[src/rtl/demosaic_mem_arb.sv]
`default_nettype none
// ============================================================================
// Module   : demosaic_mem_arb
// Purpose  : Write-buffer plus memory-slot arbiter between the demosaic R/G/B
//            result writes and a host read port sharing one set of
//            single-port result SRAMs. Flags frame completion once the last
//            demosaic write has been committed to memory.
// Revision : 1.0 - initial release
// ============================================================================
module demosaic_mem_arb #(
  parameter int AW       = 14,
  parameter int DW       = 8,
  parameter int DEPTH    = 4,
  parameter int HI_WM    = 3,
  parameter int MAX_WAIT = 8
) (
  input  logic            clk,
  input  logic            reset,
  input  logic            dm_wr_i,
  input  logic [AW-1:0]   dm_addr_i,
  input  logic [DW-1:0]   dm_wdata_r_i,
  input  logic [DW-1:0]   dm_wdata_g_i,
  input  logic [DW-1:0]   dm_wdata_b_i,
  input  logic            dm_done_i,
  input  logic            hr_req_i,
  input  logic [AW-1:0]   hr_addr_i,
  output logic            hr_gnt_o,
  output logic            hr_rvalid_o,
  output logic [3*DW-1:0] hr_rdata_o,
  output logic            mem_wr_o,
  output logic [AW-1:0]   mem_addr_o,
  output logic [DW-1:0]   mem_wdata_r_o,
  output logic [DW-1:0]   mem_wdata_g_o,
  output logic [DW-1:0]   mem_wdata_b_o,
  input  logic [DW-1:0]   mem_rdata_r_i,
  input  logic [DW-1:0]   mem_rdata_g_i,
  input  logic [DW-1:0]   mem_rdata_b_i,
  output logic            ovf_o,
  output logic            frame_done_o
);

  localparam int c_PTR_W = $clog2(DEPTH);
  localparam int c_CNT_W = $clog2(DEPTH + 1);
  localparam int c_WT_W  = $clog2(MAX_WAIT + 1);
  localparam int c_ENT_W = AW + 3 * DW;

  localparam logic [c_CNT_W-1:0] c_DEPTH    = c_CNT_W'(DEPTH);
  localparam logic [c_CNT_W-1:0] c_HI_WM    = c_CNT_W'(HI_WM);
  localparam logic [c_WT_W-1:0]  c_MAX_WAIT = c_WT_W'(MAX_WAIT);

  typedef enum logic [1:0] {
    S_RUN   = 2'd0,
    S_FLUSH = 2'd1,
    S_DONE  = 2'd2
  } state_e;

  // FIFO entry layout: {addr, r, g, b}
  logic [c_ENT_W-1:0] fifo_q [DEPTH];
  logic [c_PTR_W-1:0] wr_ptr_q, rd_ptr_q;
  logic [c_CNT_W-1:0] cnt_q, cnt_d;
  logic [c_WT_W-1:0]  wait_q, wait_d;
  logic               ovf_q;
  state_e             state_q;

  logic               mem_wr_q;
  logic [AW-1:0]      mem_addr_q;
  logic [DW-1:0]      mem_wdata_r_q, mem_wdata_g_q, mem_wdata_b_q;

  // Read return pipeline: address on the bus, then SRAM data valid.
  logic               rd_p1_q, rd_p2_q;
  logic               hr_rvalid_q;
  logic [3*DW-1:0]    hr_rdata_q;

  logic [c_ENT_W-1:0] w_head;
  logic               w_full, w_force_host, w_force_wr, w_host_win;
  logic               w_pop, w_accept, w_push, w_drop, w_flush_end;

  // Slot arbitration and FIFO/wait-counter next state from registered state.
  always_comb begin
    w_head       = fifo_q[rd_ptr_q];
    w_full       = (cnt_q == c_DEPTH);
    w_force_host = hr_req_i && (wait_q == c_MAX_WAIT);
    w_force_wr   = (cnt_q >= c_HI_WM);
    // Grant is held low while reset is asserted so every output reads 0.
    w_host_win   = !reset && (w_force_host || (hr_req_i && !w_force_wr));
    w_pop        = !w_host_win && (cnt_q != '0);
    w_accept     = dm_wr_i && (state_q != S_DONE);
    w_push       = w_accept && (!w_full || w_pop);
    w_drop       = w_accept && w_full && !w_pop;
    // Nothing queued, nothing issued this cycle and nothing arriving: any
    // write still on the bus is committed at this edge.
    w_flush_end  = (state_q == S_FLUSH) && (cnt_q == '0) && !w_pop && !w_push;

    cnt_d = cnt_q;
    if (w_push && !w_pop) begin
      cnt_d = cnt_q + c_CNT_W'(1);
    end else if (!w_push && w_pop) begin
      cnt_d = cnt_q - c_CNT_W'(1);
    end

    wait_d = '0;
    if (hr_req_i && !w_host_win) begin
      wait_d = (wait_q == c_MAX_WAIT) ? wait_q : wait_q + c_WT_W'(1);
    end
  end

  // FIFO storage; contents are don't-care once the pointers are reset.
  always_ff @(posedge clk) begin
    if (w_push) begin
      fifo_q[wr_ptr_q] <= {dm_addr_i, dm_wdata_r_i, dm_wdata_g_i, dm_wdata_b_i};
    end
  end

  // FIFO pointers, occupancy, host wait counter and sticky overflow flag.
  always_ff @(posedge clk or posedge reset) begin
    if (reset) begin
      wr_ptr_q <= '0;
      rd_ptr_q <= '0;
      cnt_q    <= '0;
      wait_q   <= '0;
      ovf_q    <= 1'b0;
    end else begin
      if (w_push) wr_ptr_q <= wr_ptr_q + c_PTR_W'(1);
      if (w_pop)  rd_ptr_q <= rd_ptr_q + c_PTR_W'(1);
      cnt_q  <= cnt_d;
      wait_q <= wait_d;
      if (w_drop) ovf_q <= 1'b1;
    end
  end

  // SRAM port: write slot drives the FIFO head, read slot the host address,
  // idle slot holds the previous address and data.
  always_ff @(posedge clk or posedge reset) begin
    if (reset) begin
      mem_wr_q      <= 1'b0;
      mem_addr_q    <= '0;
      mem_wdata_r_q <= '0;
      mem_wdata_g_q <= '0;
      mem_wdata_b_q <= '0;
    end else begin
      mem_wr_q <= w_pop;
      if (w_pop) begin
        mem_addr_q    <= w_head[c_ENT_W-1 -: AW];
        mem_wdata_r_q <= w_head[3*DW-1 -: DW];
        mem_wdata_g_q <= w_head[2*DW-1 -: DW];
        mem_wdata_b_q <= w_head[DW-1:0];
      end else if (w_host_win) begin
        mem_addr_q <= hr_addr_i;
      end
    end
  end

  // Host read return: capture SRAM data two cycles after the grant.
  always_ff @(posedge clk or posedge reset) begin
    if (reset) begin
      rd_p1_q     <= 1'b0;
      rd_p2_q     <= 1'b0;
      hr_rvalid_q <= 1'b0;
      hr_rdata_q  <= '0;
    end else begin
      rd_p1_q     <= w_host_win;
      rd_p2_q     <= rd_p1_q;
      hr_rvalid_q <= rd_p2_q;
      if (rd_p2_q) begin
        hr_rdata_q <= {mem_rdata_r_i, mem_rdata_g_i, mem_rdata_b_i};
      end
    end
  end

  // Frame FSM: RUN until the last pixel, FLUSH until memory is up to date.
  always_ff @(posedge clk or posedge reset) begin
    if (reset) begin
      state_q <= S_RUN;
    end else begin
      case (state_q)
        S_RUN:   if (dm_done_i) state_q <= S_FLUSH;
        S_FLUSH: if (w_flush_end) state_q <= S_DONE;
        S_DONE:  state_q <= S_DONE;
        default: state_q <= S_RUN;
      endcase
    end
  end

  assign hr_gnt_o      = w_host_win;
  assign hr_rvalid_o   = hr_rvalid_q;
  assign hr_rdata_o    = hr_rdata_q;
  assign mem_wr_o      = mem_wr_q;
  assign mem_addr_o    = mem_addr_q;
  assign mem_wdata_r_o = mem_wdata_r_q;
  assign mem_wdata_g_o = mem_wdata_g_q;
  assign mem_wdata_b_o = mem_wdata_b_q;
  assign ovf_o         = ovf_q;
  assign frame_done_o  = (state_q == S_DONE);

endmodule
`default_nettype wire

[config.mk]
export PLATFORM = sky130hd
export DESIGN_NAME = demosaic_mem_arb
export DESIGN_NICKNAME = d
export VERILOG_FILES = /design/src/rtl/demosaic_mem_arb.sv
export SDC_FILE = /design/constraint.sdc
export NUM_CORES = 1
export LEC_CHECK = 0
export CAP_MARGIN = 20
export CORE_ASPECT_RATIO = 1.5
export CORE_MARGIN = 3
export CORE_UTILIZATION = 45
export CTS_CLUSTER_DIAMETER = 80
export DETAILED_ROUTE_END_ITERATION = 16
export DONT_BUFFER_PORTS = 1
export PLACE_DENSITY = 0.59
export SLEW_MARGIN = 20
export SYNTH_ARGS = -nofsm -noshare
export SYNTH_HDL_FRONTEND = slang
export SYNTH_SLANG_ARGS = --single-unit
export TNS_END_PERCENT = 1
[constraint.sdc]
create_clock -name clk -period 2.9 [get_ports clk]
set_input_delay 0.435 -clock clk [delete_from_list [all_inputs] [get_ports clk]]
set_output_delay 0.435 -clock clk [all_outputs]
set_load 0.01 [all_outputs]
==> out/qor.yml <==
min_path_type: "input port to register"
internal_power_uw: 7750
antenna_found_initial: 0
ir_worst_vdd_mv: 0.633
yosysWarningCount: 0
regToRegSetupSlack_ps: 310
clkSinkCount: 232
routed_via_density: 5.40
num_io_pins: 148
cts_resized: 0
insertion_delay_ps: 490
clock-root-buffer: "clkbuf_16"
utilization_pct: 51.8
gp_congestion: 0.698
setup_viol: 0
end_kind: "register"
dr.pass1.iters: 4
dpl_cell_area_mm2: 0.00921
netlist_instances: 459
power_leakage_uw: 0.00365
pwr_density_cell_mw_per_mm2: 1080
post_synth_num_cell_types: 37
setup-tns-final_ps: 0
ant_nets: 0
drive_gt1_share_pct: 29.7
grt_use_total_pct: 14.6
core_area_mm2: 0.0193
port_buffers: 0
drtIter0Drc: 153
clk_pin_slew_worst_paths_ps: 60
critPathLaunchType: "register"
fin_nets: 564
reg2reg_depth: 9
synth_edf_count: 152
via_count: 4016
syn_area_per_cell_um2: 19.5
synth_area_mm2: 0.00893
cts_setup_buffers: 0
worst-setup-path-type: "register to register"
grt_max_degree: 41
synth_top_area_share_pct: 51.1
synth-seq-cells: 232
n_antenna_cell: 0
routed_wl_um: 15700
syn_nets: 551
syn2layout_area_growth_pct: 12.0
hpwl_um: 9900
power.share.combinational_pct: 22.0
worstMarginPinSlew_ps: 1080
synth_seq_area_share_pct: 73.5
maxSlewViolCount: 0
fin_area_mm2: 0.0100
dieArea_mm2: 0.0216
cp_data_arrival_time_ps: 2970
required_ps: 3280
rows: 62
async_reset_ff_share_pct: 34.5
status: "finished clean"
clockBufferDepth: 3
p_seq_share_pct: 50.2
switching_share_pct: 28.5
grt_pass1_vias: 4417
max_freq_mhz: 386
overflow: 0
grt_pass1_wl_um: 24200
htree_levels: 1
die_y_um: 179
cts_buffers: 23
fin_crit_sh_pct: 89.3
hold_viol: 0
cp_max_fo: 7
start_util_pct: 46.2
final.min_clock_period_ps: 2590
yosysTopAreaCell: "edfxtp_1"
synthFlopType: "edfxtp_1"
holdBufCountCts: 1
rsz0062_at_grt: "no"
slew_headroom_pct: 28.0
power.total_uw: 10800
die_x_um: 121
cts_tree: "yes"
worstHoldPathCells: 0
synthTopCellsByCount: "edfxtp_1 (152), dfrtp_1 (80), mux4_2 (38)"
drc_errors: 0
synthMostInstantiatedCell: "edfxtp_1"
clockPowerShare_pct: 27.8
clock_skew_ps: 9.32
maxCapViolations: 0
routedWlPerCell_um: 21.2
netSwitchingPower_uw: 3080
synthTopCellsByArea: "edfxtp_1 (51%), dfrtp_1 (22%), mux4_2 (9.6%)"
[routing by layer]
layer | part of all wire, % | GRT usage [%] | vias up | wire (um)
met1 | 36 | 16.1 | 2066 | 5640
met5 | 0 | 0 | - | 0
met3 | 9.8 | 4.79 | 22 | 1550
met4 | 1.9 | 3.97 | 0 | 295
met2 | 53 | 26.8 | 145 | 8270
li1 | - | - | 1783 | -
[layout make-up]
cell class                      instances  area, um^2
Clock buffer                           30         612
Inverter                               11        42.5
Clock inverter                         11         161
Sequential cell                       232        6570
Tap cell                              256         320
Fill cell                            1534        9310
Multi-Input combinational cell        195        2200
Timing Repair Buffer                    9        95.1
[flip-flops by register name (all words and copies together) (netlist names)]
signal / cells
mem_wdata_r_o: 8
hr_rvalid_o: 1
mem_wdata_b_o: 8
wait_q: 4
hr_rdata_o: 24
state_q: 2
mem_wdata_g_o: 8
rd_ptr_q: 2
rd_p2_q: 1
mem_wr_o: 1
cnt_q: 3
ovf_o: 1
wr_ptr_q: 2
fifo_q: 152
mem_addr_o: 14
rd_p1_q: 1
[logic make-up after synthesis]
kind of cell / count (synthesis) / synth area share [%]
xor+xnor: 9 / 0.966
mux: 90 / 16.8
buf+inv: 32 / 2.04
flops: 232 / 73.5
fa+ha+maj: 11 / 1.62
simple gates: 62 / 3.17
compound gates: 23 / 1.86
[final timing paths]
check	endpoint	startpoint
worst max-delay path	cnt_q[1]	wait_q[0]
worst min-delay path	fifo_q[2][21]	dm_wdata_r_i[5]
worst max register to register	cnt_q[1]	wait_q[0]
worst min register to register	rd_p2_q	rd_p1_q
max in group asynchronous	rd_ptr_q[1]	reset
min in group asynchronous	cnt_q[0]	reset
[through the flow]
step	hold slack, ps	setup slack (ps)	std cells
3_3_place_gp	338	465	702
5_1_grt	10.7	188	744
6_report	30.9	310	744
2_1_floorplan	331	413	459
4_1_cts	10.5	315	744
3_5_place_dp	338	330	702
[cell usage in the layout (no fill, tap or decap), drive strengths merged]
cell type,count
xnor2,5
nor3,2
edfxtp,152
dfrtp,80
nand2,29
a31oi,14
and2,1
nor2b,2
inv,10
nand3,2
o22ai,1
nor3b,1
a21oi,3
mux2,51
mux4,38
ha,10
clkbuf,30
buf,8
bufinv,4
or3,1
o21ai,4
xor2,4
dlygate4sd3,1
fa,1
clkinv,7
and3b,1
clkinvlp,1
nor2,19
mux2i,1
and3,4
a31o,1
[worst max-delay path, cell delays in order (launching register included)]
cell and delay (ps):
dfrtp_1 400, inv_1 110, ha_1 150, and3b_1 390
nand3_1 230, and2_4 230, ha_1 220, inv_1 70
fa_1 400, mux2_2 270
[power by group through the flow]
stage          Combinational [uW]  Clock [uW]  Sequential, uW
2_1_floorplan                2240           0            5130
3_3_place_gp                 2380           0            5510
3_5_place_dp                 2460           0            5550
4_1_cts                      2460        3090            5490
5_1_grt                      2640        3220            5590
6_report                     2390        3010            5440
Power figures use the tool's default switching activity.
